<file path="src/rtl/fetch_mem_unit.sv">
// Instruction-fetch and memory-address unit: owns PC, instruction register and
// data-address register, and sequences fetch/execute/data accesses on one memory port.
module fetch_mem_unit #(
  parameter int unsigned ADDR_W   = 9,
  parameter int unsigned DATA_W   = 16,
  parameter logic [ADDR_W-1:0] RESET_PC = '0
) (
  input  logic              clk,
  input  logic              reset,
  input  logic              mem_ready,
  input  logic [DATA_W-1:0] read_data,
  output logic [ADDR_W-1:0] mem_addr,
  output logic [1:0]        mem_cmd,
  output logic [DATA_W-1:0] ins,
  output logic              ins_valid,
  input  logic              done,
  input  logic [1:0]        pc_mode,
  input  logic [ADDR_W-1:0] offset,
  input  logic [ADDR_W-1:0] target,
  input  logic              data_req,
  input  logic              data_we,
  input  logic [ADDR_W-1:0] data_addr,
  output logic              data_ack,
  output logic [DATA_W-1:0] rdata,
  input  logic              halt,
  output logic [ADDR_W-1:0] pc,
  output logic              halted
);

  typedef enum logic [2:0] {
    ST_RST   = 3'd0,
    ST_FETCH = 3'd1,
    ST_EXEC  = 3'd2,
    ST_DATA  = 3'd3,
    ST_HALT  = 3'd4
  } state_t;

  localparam logic [1:0] CMD_NONE  = 2'b00;
  localparam logic [1:0] CMD_READ  = 2'b01;
  localparam logic [1:0] CMD_WRITE = 2'b10;

  state_t              state_q, state_d;
  logic [ADDR_W-1:0]   pc_q, pc_d;
  logic [DATA_W-1:0]   ins_q, ins_d;
  logic [ADDR_W-1:0]   daddr_q, daddr_d;
  logic                dwe_q, dwe_d;
  logic [DATA_W-1:0]   rdata_q, rdata_d;
  logic                ins_valid_q, ins_valid_d;
  logic                data_ack_q, data_ack_d;

  // NOTE: state registers use non-blocking assignments so every flop samples
  // pre-edge values regardless of process ordering.
  always_ff @(posedge clk or posedge reset) begin
    if (reset) begin
      state_q     <= ST_RST;
      pc_q        <= RESET_PC;
      ins_q       <= '0;
      daddr_q     <= '0;
      dwe_q       <= 1'b0;
      rdata_q     <= '0;
      ins_valid_q <= 1'b0;
      data_ack_q  <= 1'b0;
    end else begin
      state_q     <= state_d;
      pc_q        <= pc_d;
      ins_q       <= ins_d;
      daddr_q     <= daddr_d;
      dwe_q       <= dwe_d;
      rdata_q     <= rdata_d;
      ins_valid_q <= ins_valid_d;
      data_ack_q  <= data_ack_d;
    end
  end

  // NOTE: every signal gets a default before the case so no path leaves one
  // unassigned, which would infer a latch.
  always_comb begin
    state_d     = state_q;
    pc_d        = pc_q;
    ins_d       = ins_q;
    daddr_d     = daddr_q;
    dwe_d       = dwe_q;
    rdata_d     = rdata_q;
    ins_valid_d = 1'b0;
    data_ack_d  = 1'b0;
    mem_addr    = pc_q;
    mem_cmd     = CMD_NONE;

    unique case (state_q)
      ST_RST: state_d = ST_FETCH;

      ST_FETCH: begin
        mem_cmd = CMD_READ;
        if (mem_ready) begin
          ins_d       = read_data;
          pc_d        = pc_q + 1'b1;
          ins_valid_d = 1'b1;
          state_d     = ST_EXEC;
        end
      end

      ST_EXEC: begin
        // halt beats data_req beats done; a done alongside data_req is dropped.
        if (halt) begin
          state_d = ST_HALT;
        end else if (data_req) begin
          daddr_d = data_addr;
          dwe_d   = data_we;
          state_d = ST_DATA;
        end else if (done) begin
          unique case (pc_mode)
            2'b01:   pc_d = pc_q + offset;
            2'b10:   pc_d = target;
            default: pc_d = pc_q;
          endcase
          state_d = ST_FETCH;
        end
      end

      ST_DATA: begin
        mem_addr = daddr_q;
        mem_cmd  = dwe_q ? CMD_WRITE : CMD_READ;
        if (mem_ready) begin
          if (!dwe_q) rdata_d = read_data;
          data_ack_d = 1'b1;
          state_d    = ST_EXEC;
        end
      end

      ST_HALT: state_d = ST_HALT;

      default: state_d = ST_RST;
    endcase
  end

  assign ins       = ins_q;
  assign ins_valid = ins_valid_q;
  assign data_ack  = data_ack_q;
  assign rdata     = rdata_q;
  assign pc        = pc_q;
  assign halted    = (state_q == ST_HALT);

endmodule
</file>
<file path="config.mk">
export PLATFORM = sky130hd
export DESIGN_NAME = fetch_mem_unit
export DESIGN_NICKNAME = d
export VERILOG_FILES = /design/src/rtl/fetch_mem_unit.sv
export SDC_FILE = /design/constraint.sdc
export NUM_CORES = 1
export LEC_CHECK = 0
export CAP_MARGIN = 20
export CORE_ASPECT_RATIO = 2
export CORE_MARGIN = 8
export CORE_UTILIZATION = 34
export CTS_CLUSTER_DIAMETER = 50
export DETAILED_ROUTE_END_ITERATION = 8
export GPL_ROUTABILITY_DRIVEN = 0
export GPL_TIMING_DRIVEN = 0
export SYNTH_ARGS = -nofsm -noshare
export SYNTH_HDL_FRONTEND = slang
export SYNTH_SLANG_ARGS = --single-unit
</file>
<file path="constraint.sdc">
create_clock -name clk -period 4.9 [get_ports clk]
set_input_delay 0.49 -clock clk [delete_from_list [all_inputs] [get_ports clk]]
set_output_delay 0.49 -clock clk [all_outputs]
set_load 0.02 [all_outputs]
</file>
## After elaboration in Yosys (flattened, before gate mapping)

Index checks and enable logic that the tools add are counted.

| word-level totals | value |
|---|---|
| register bits after elaboration | 56 |
| bits of input ports | 52 |
| output and inout port bits | 55 |
| logic and storage cells | 50 |

| cells by class | value |
|---|---|
| add/subtract/negate cells | 2 |
| eq/ne operators | 13 |
| multiplexer cells | 17 |
| bitwise logic cells | 2 |
| reductions and logical operators | 8 |

Operator list:

| kind | count |
|---|---|
| 9-bit 2-to-1 mux | 5 |
| 9-bit one-hot mux with 2 select lines | 2 |
| 3-bit 2-to-1 mux | 4 |
| 3-bit one-hot mux with 4 select lines | 1 |
| 9-bit by 1-bit adder with 9-bit output, second input constant | 1 |
| 9-bit adder | 1 |
| 2-bit inequality test, second input constant | 4 |
| 3-bit by 2-bit == test with 1-bit output, second input constant | 2 |
| 3-bit AND reduction | 2 |
| 6-bit AND reduction | 1 |
| 4-bit inequality test, second input constant | 1 |
| 2-bit one-hot mux with 2 select lines | 1 |
| 2-bit AND reduction | 2 |
| 3-bit by 1-bit == test with 1-bit output, second input constant | 1 |
| 3-bit == test, second input constant | 1 |
| 3-bit zero test | 1 |
| 1-bit 2-to-1 mux | 3 |
| 3-bit inequality test, second input constant | 1 |
| 2-bit by 1-bit == test with 1-bit output, second input constant | 1 |
| 2-bit == test, second input constant | 1 |
| 2-bit 2-to-1 mux | 1 |
| 2-bit by 1-bit inequality test with 1-bit output, second input constant | 1 |
| 1-bit inverter | 2 |
| 2-bit nonzero test | 1 |
| 2-bit OR reduction | 1 |

## Depth between registers and ports, before layout

Gate-level depths: netlist (run 1).

| logic depth | value |
|---|---|
| word-level depth | 6 |
| mapped depth | 9 |
| mapped depth without buffers | 9 |

## Worst setup path after synthesis (run 1)

No wires, ideal clock.

| path | value |
|---|---|
| path kind | flip-flop to flip-flop |
| start | register pc_q[0] (netlist: pc[0]) |
| end | register pc_q[8] (netlist: pc[8]) |
| setup time | 0.126 ns |
| arrival time | 1.951 ns |
| data required time | 4.774 ns |
| setup slack | 2.823 ns |
| cell stages (with the launch flop) | 10 |
| path buffers | 0 |
| period minus slack after synthesis | 2.077 ns |
| cells stage by stage | dfrtp_1 > ha_1 > inv_1 > fa_1 > nor2b_1 > o2111ai_1 > a31oi_1 > xnor2_1 > mux2i_1 > o21ai_1 |

| between the ends | value |
|---|---|
| word-level cells in the longest chain between the ends | 6 |
| elaborated cells on any way between the ends | 8 |
| classes of those cells | add/sub: 2; mux: 6 |

Ends and longest elaborated chain:

| what | RTL line | source |
|---|---|---|
| start: declaration | 43 | `logic [ADDR_W-1:0] pc_q, pc_d;` |
| start signal: assignment | 65 | `pc_q <= pc_d;` |
| 9-bit adder | 112 | `2'b01: pc_d = pc_q + offset;` |
| 9-bit one-hot mux with 2 select lines | 111 | `unique case (pc_mode)` |
| 9-bit 2-to-1 mux | 110 | `end else if (done) begin` |
| 9-bit 2-to-1 mux | 106 | `end else if (data_req) begin` |
| 9-bit 2-to-1 mux | 104 | `if (halt) begin` |
| 9-bit one-hot mux with 2 select lines * | 89 | `unique case (state_q)` |

Mark *: on every way between the ends. The rest lies on a longest branch, timed or not. The select of a mux whose other input is x is not followed.
A chain may end at the register's enable or synchronous reset.

## Worst setup path after layout (run 1)

| path | value |
|---|---|
| start | register state_q[0] |
| end | output mem_addr[5] |

| between the ends | value |
|---|---|
| word-level cells in the longest chain between the ends | 2 |

Ends and longest elaborated chain:

| what | RTL line | source |
|---|---|---|
| start: declaration | 42 | `state_t state_q, state_d;` |
| start signal: assignment | 64 | `state_q <= state_d;` |
| 3-bit by 2-bit == test with 1-bit output | 89 |  |
| 9-bit 2-to-1 mux | 89 |  |
| end: declaration | 12 | `output logic [ADDR_W-1:0] mem_addr,` |

Every way passes these cells.

==> run summary, run 1 <==
synthesized cell area: 0.003014 mm²
most common cell in the netlist: nand2_1
Rel. slew slack: 66.04%
Buffers & Inverters on Critical Path: 2
Setup crit end kind: output port
Total GRT Usage: 14.45%
core area: 0.008648 mm²
Sequential Power Share: 29.7%
ys async rst share: 100.0%
worst skew pair latency: 0.29 ns
Reg2Reg Depth: 9
Crit path required time: 4.41 ns
syn avg cell area: 10.61 µm²
drt initial violations: 55
fin nets: 461
DR pass1 iterations: 5
Seq cells post-synth: 56
final setup vio count: 0
via/cell ratio: 5.064
Clock transition at path regs: 0.07 ns
Fillers: 836
post-route ant nets: 0
sum of negative setup slack: 0 ns
hold path depth: 2
routed len/inst: 17.52 µm
# hold bufs at CTS: 0
CTS root buffer: clkbuf_16
critical path class: reg -> out
Synth top cells by count: 63 x nand2_1, 56 x dfrtp_1, 25 x mux2_2
vias in the first global route: 2648
initial core utilization: 34.85%
Post-CTS Resized: 0
sequential-to-total area share from yosys stat: 46.49%
final WL: 8723 µm
initial antenna violation count: 0
Vias: 2522
largest delay contributor family on the critical path: buffers and inverters
Synth area leaders: dfrtp_1 46%, mux2_2 9.3%, nand2_1 7.8%, mux2_4 5.0%, ha_1 4.2%
Max-Cap Viols: 0
Final Critical Period: 2.760 ns
# Post-CTS Setup Buffers: 0
TritonCTS clock tree: built
first-pass GRT wire length: 13740 µm
internal power: 1.719 mW
clock sink count: 56
Hold WC Path Type: reg -> reg
Logic pwr share: 58.5%
number of synthesized flops with an enable pin: 0
clk buf depth: 2
Max Clock Freq: 362.3 MHz
P per Cell Area: 662.8 mW/mm²
crit share post-route: 56.34%
Distinct cells, synth: 56
Worst-Margin Slew: 0.5094 ns
Worst Path Arrival: 2.27 ns
Net Count, Synth: 347
Post-route DRC: 0
die height: 149.2 µm
post-synthesis cell count: 284
critical-path cell list: and2b_1, nand2_2, buf_2, mux2_2, clkdlybuf4s50_1
row count: 48
largest area contributor in the netlist: dfrtp_1
status: finished clean
Die ar.: 0.01232 mm²
pin count of the biggest net entering global routing: 42
ANT cells: 0
H-tree depth: 2
CP Max Fanout: 10
share of cells above drive strength 1: 14.57%
total chip power: 2.886 mW
Final Max Slew Viols: 0
Synth Warn #: 0
commonest register cell after synthesis: dfrtp_1
final hold violations: 0
unrepaired setup endpoints after global routing: no
Critical Path Stages: 5
PortBufs: 106
Sw Pwr: 1.167 mW
total grt overflow: 0
switching share of power: 40.45%
Yosys top cell area share: 46.49%
fin util: 50.35%
CP max stage delay: 0.56 ns
CTS Buf Count: 5
Worst setup SP type: flop
leakage: 1.933 nW
I/O pin cnt: 107
Slowest-stage cell, CP: clkdlybuf4s50_1
Worst Clk Skew: 0.003537 ns
Syn-to-layout area delta: 44.46%
Clk pwr share: 11.8%
post-DP HPWL: 7064 µm
Max IR drop VDD: 0.0002095 V
die width: 82.58 µm
[kinds of logic after synthesis]
logic type                 share of synthesized area [%]
AOI/OAI and AO/OA                                  10.25
xor gates and xnor gates                           2.034
adders and majority gates                          4.815
buffers and inverters                              3.736
DFF                                                46.49
muxes                                              15.65
and+or+nand+nor                                    17.02
[placed cells by master, fill, tap and decap left out, types with 3 or more instances in the layout]
| master | netlist | routed |
|---|---|---|
| clkdlybuf4s50_1 | 0 | 106 |
| nand2_1 | 63 | 63 |
| dfrtp_1 | 56 | 56 |
| mux2_2 | 25 | 25 |
| nor2_1 | 12 | 12 |
| o21ai_0 | 12 | 12 |
| mux2_4 | 10 | 10 |
| ha_1 | 10 | 10 |
| a21oi_1 | 8 | 8 |
| inv_1 | 8 | 7 |
| clkbuf_16 | 0 | 5 |
| buf_2 | 4 | 4 |
| clkbuf_1 | 3 | 4 |
| mux2i_1 | 4 | 4 |
| a21o_1 | 4 | 4 |
| xor2_1 | 4 | 4 |
| nor3_1 | 4 | 4 |
| a31oi_1 | 4 | 4 |
| o21a_1 | 3 | 3 |
| xnor2_1 | 3 | 3 |
[power by group through the flow]
stage	combinational [mW]	sequential (mW)	clock [mW]
floorplan	0.805	1.04	0
global placement	1.69	0.859	0
detailed placement	1.71	0.868	0
CTS	1.71	0.861	0.353
global route	1.82	0.894	0.370
finish	1.69	0.858	0.341
[final timing paths]
| check | start | to | slack [ns] |
|---|---|---|---|
| min in group asynchronous | reset | daddr_q[7]$_DFFE_PP0P_ | 0.49 |
| min | ins[15]$_DFFE_PP0P_ | ins[15]$_DFFE_PP0P_ | 0.47 |
| max | state_q[0]$_DFFE_PP0P_ | mem_addr[5] | 2.14 |
| min reg2reg | ins[15]$_DFFE_PP0P_ | ins[15]$_DFFE_PP0P_ | 0.47 |
| max reg2reg | pc[0]$_DFFE_PP0P_ | pc[8]$_DFFE_PP0P_ | 2.59 |
| max in group asynchronous | reset | pc[0]$_DFFE_PP0P_ | 3.85 |
[registers in the layout (all words and copies together) (netlist names)]
name	flops
ins	16
data_ack	1
pc	9
dwe_q	1
ins_valid	1
state_q	3
rdata	16
daddr_q	9
[final cells by class]
| cell class | count | area, µm² | area share [%] |
|---|---|---|---|
| plain buffers | 11 | 77.57 | 1.782 |
| clock buffers | 6 | 128.9 | 2.960 |
| clock inverters | 1 | 5.005 | 0.1149 |
| inverters | 9 | 35.03 | 0.8046 |
| multi-input cells | 208 | 1500 | 34.45 |
| flip-flops and latches | 56 | 1401 | 32.18 |
| well taps | 100 | 125.1 | 2.874 |
| repair buffers | 107 | 1081 | 24.83 |
[worst min-delay path, stage by stage, from the launching register on]
cell and delay (ns):
dfrtp_1 0.34, nand2_1 0.05, nand2_1 0.06
[through the flow]
step           worst slack [ns]  cells  hold slack (ns)  instance area (µm²)
2_1_floorplan             2.823    284           0.4754                 3014
3_3_place_gp              1.929    490           0.4583                 4200
3_5_place_dp              2.114    491           0.4620                 4220
4_1_cts                   2.111    498           0.4792                 4354
5_1_grt                   2.021    498           0.4996                 4354
6_report                  2.140    498           0.4749                 4354
[per-layer routing]
metal,track usage [%],wire [µm]
met1,14.65,3101
met2,27.00,4854
met3,2.053,484
met4,6.957,282
met5,0,0
Note: power is estimated with default switching activity, not from simulation.
==> run 2, diff against run 1 <==
Settings changed: PLACE_DENSITY from default to 0.66.
Clock period 4.9 ns to 2.5 ns, I/O delays scaled along.
==> run summary, run 2 (synthesis results as in run 1) <==
core area: 0.008648 mm² (unchanged)
Max-Cap Viols: 0 (unchanged)
Worst Path Arrival: 2.11 ns (was 2.27 ns)
H-tree depth: 2 (unchanged)
Vias: 2534 (was 2522)
crit share post-route: 94.31%
post-route ant nets: 0 (unchanged)
DR pass1 iterations: 4 (was 5)
routed len/inst: 17.60 µm (was 17.52 µm)
total grt overflow: 0 (unchanged)
most frequent cells in the layout: 106 x clkdlybuf4s50_1, 63 x nand2_1, 55 x dfrtp_1 (was 106 x clkdlybuf4s50_1, 63 x nand2_1, 56 x dfrtp_1)
met3 Usage GRT: 2.234% (was 2.053%)
Final Critical Period: 2.358 ns
sum of negative setup slack: 0 ns (unchanged)
initial antenna violation count: 0 (unchanged)
share of cells above drive strength 1: 15.08% (was 14.57%)
fin util: 50.58% (was 50.35%)
dpl ws: -0.03831 ns (was 2.114 ns)
PortBufs: 106 (unchanged)
vias in the first global route: 2749 (was 2648)
crit path launch: state_q[2]$_DFFE_PP0P_ (was state_q[0]$_DFFE_PP0P_)
post-DP HPWL: 6962 µm (was 7064 µm)
CTS root buffer: clkbuf_16 (unchanged)
Crit path required time: 2.25 ns (was 4.41 ns)
worst setup margin: 0.1423 ns (was 2.140 ns)
drt initial violations: 100 (was 55)
status: finished clean (unchanged)
Worst setup SP type: flop (unchanged)
clock sink count: 56 (unchanged)
ANT cells: 0 (unchanged)
I/O pin cnt: 107 (unchanged)
final hold violations: 0 (unchanged)
final setup vio count: 0 (unchanged)
fin nets: 460 (was 461)
unrepaired setup endpoints after global routing: no (unchanged)
Reg2Reg Launch Point: pc[0]$_DFFE_PP0P_ (unchanged)
row count: 48 (unchanged)
die width: 82.58 µm (unchanged)
Total GRT Usage: 14.70% (was 14.45%)
CTS Buf Count: 5 (unchanged)
Worst-Margin Slew: 0.4988 ns (was 0.5094 ns)
Post-route DRC: 0 (unchanged)
P per Cell Area: 1307 mW/mm² (was 662.8 mW/mm²)
CP Max Fanout: 11 (was 10)
Clock transition at path regs: 0.08 ns (was 0.07 ns)
first-pass GRT wire length: 14090 µm (was 13740 µm)
final WL: 8766 µm (was 8723 µm)
Max Clock Freq: 424.1 MHz
Max IR drop VDD: 0.0004235 V (was 0.0002095 V)
commonest non-fill, non-tap cell in the layout: clkdlybuf4s50_1 (unchanged)
initial core utilization: 34.85% (unchanged)
GR met1 Demand/Resource: 15.24% (was 14.65%)
TritonCTS clock tree: built (unchanged)
pin count of the biggest net entering global routing: 41 (was 42)
Worst Clk Skew: 0.005059 ns (was 0.003537 ns)
worst reg-to-reg setup slack: 0.28 ns (was 2.59 ns)
Final Max Slew Viols: 0 (unchanged)
Die ar.: 0.01232 mm² (unchanged)
routing usage on met2: 26.84% (was 27.00%)
leakage: 1.939 nW (was 1.933 nW)
Worst Setup EP: mem_addr[1] (was mem_addr[5])
clk buf depth: 2 (unchanged)
critical path class: reg -> out (unchanged)
Syn-to-layout area delta: 45.12% (was 44.46%)
via/cell ratio: 5.088 (was 5.064)
RR Endpoint: pc[8]$_DFFE_PP0P_ (unchanged)
global route hottest layer: met2 (unchanged)
worst skew pair latency: 0.30 ns (was 0.29 ns)
# Post-CTS Setup Buffers: 0 (unchanged)
Rel. slew slack: 66.74% (was 66.04%)
Hold WC Path Type: in -> async (was reg -> reg)
die height: 149.2 µm (unchanged)
Reg2Reg Depth: 9 (unchanged)
Setup crit end kind: output port (unchanged)
## run 2: cell count changes in the layout (fill, tap and decap cells not counted), sizes merged
| cell | before | now |
|---|---|---|
| buf | 9 | 8 |
| clkbuf | 9 | 8 |
| clkinvlp | 0 | 1 |
| inv | 8 | 9 |
## run 2: repair_timing
item,4_1_cts,5_1_grt
gates resized for setup,0,2
endpoints found under the hold margin,0,0
hold buffers,0,0
endpoints found under the setup margin,9,10
## run 2: worst min-delay path by stage
stage | cells after the start | endpoint | from | slack [ns]
final | 2 | rdata[8]$_DFFE_PP0P_ | reset | 0.25
after global routing | 2 | ins[3]$_DFFE_PP0P_ | reset | 0.28
after CTS | 2 | ins[3]$_DFFE_PP0P_ | reset | 0.26
after detailed placement | 2 | ins[11]$_DFFE_PP0P_ | ins[11]$_DFFE_PP0P_ | 0.46
after global placement | 2 | ins[15]$_DFFE_PP0P_ | ins[15]$_DFFE_PP0P_ | 0.46
after floorplan | 1 | state_q[0]$_DFFE_PP0P_ | mem_ready | 0.34
## run 2: area by class of cell
| cell class | count | area [µm²] |
|---|---|---|
| inverter | 9 | 35.03 |
| tap | 100 | 125.1 |
| fill | 826 | 4274 |
| sequential | 56 | 1403 |
| multi-input combinational | 208 | 1505 |
| clock inverter | 3 | 27.53 |
| timing repair buffer | 107 | 1081 |
| buffer | 10 | 72.57 |
| clock buffer | 5 | 125.1 |
## run 2: report_power, final
| group | internal (mW) | total, mW | switching (mW) |
|---|---|---|---|
| logic | 1.66 | 3.31 | 1.65 |
| registers | 1.34 | 1.68 | 0.339 |
| clock network | 0.381 | 0.726 | 0.345 |
| total | 3.38 | 5.72 | 2.34 |
## run 2: routing by layer
| layer | vias up | routed length (µm) | share of wire [%] |
|---|---|---|---|
| met3 | 20 | 510 | 5.8 |
| met1 | 1200 | 3181 | 36 |
| met5 | - | 0 | 0 |
| met2 | 96 | 4789 | 55 |
| li1 | 1218 | - | - |
| met4 | 0 | 284 | 3.2 |
## run 2: per-stage QoR
step	cell area, µm²	std cells	hold slack (ns)	total power [mW]
floorplan	3014	284	0.3445	3.616
global placement	4200	490	0.4590	4.969
detailed placement	4220	491	0.4638	5.045
CTS	4368	498	0.2577	5.785
global route	4374	498	0.2811	6.127
finish	4374	498	0.2467	5.719
## run 2: worst max-delay path, cell delays in order (launching register included)
cell	delay, ns
dfrtp_1	0.45
and2b_1	0.25
nand2_4	0.19
mux2_2	0.35
clkdlybuf4s50_1	0.57
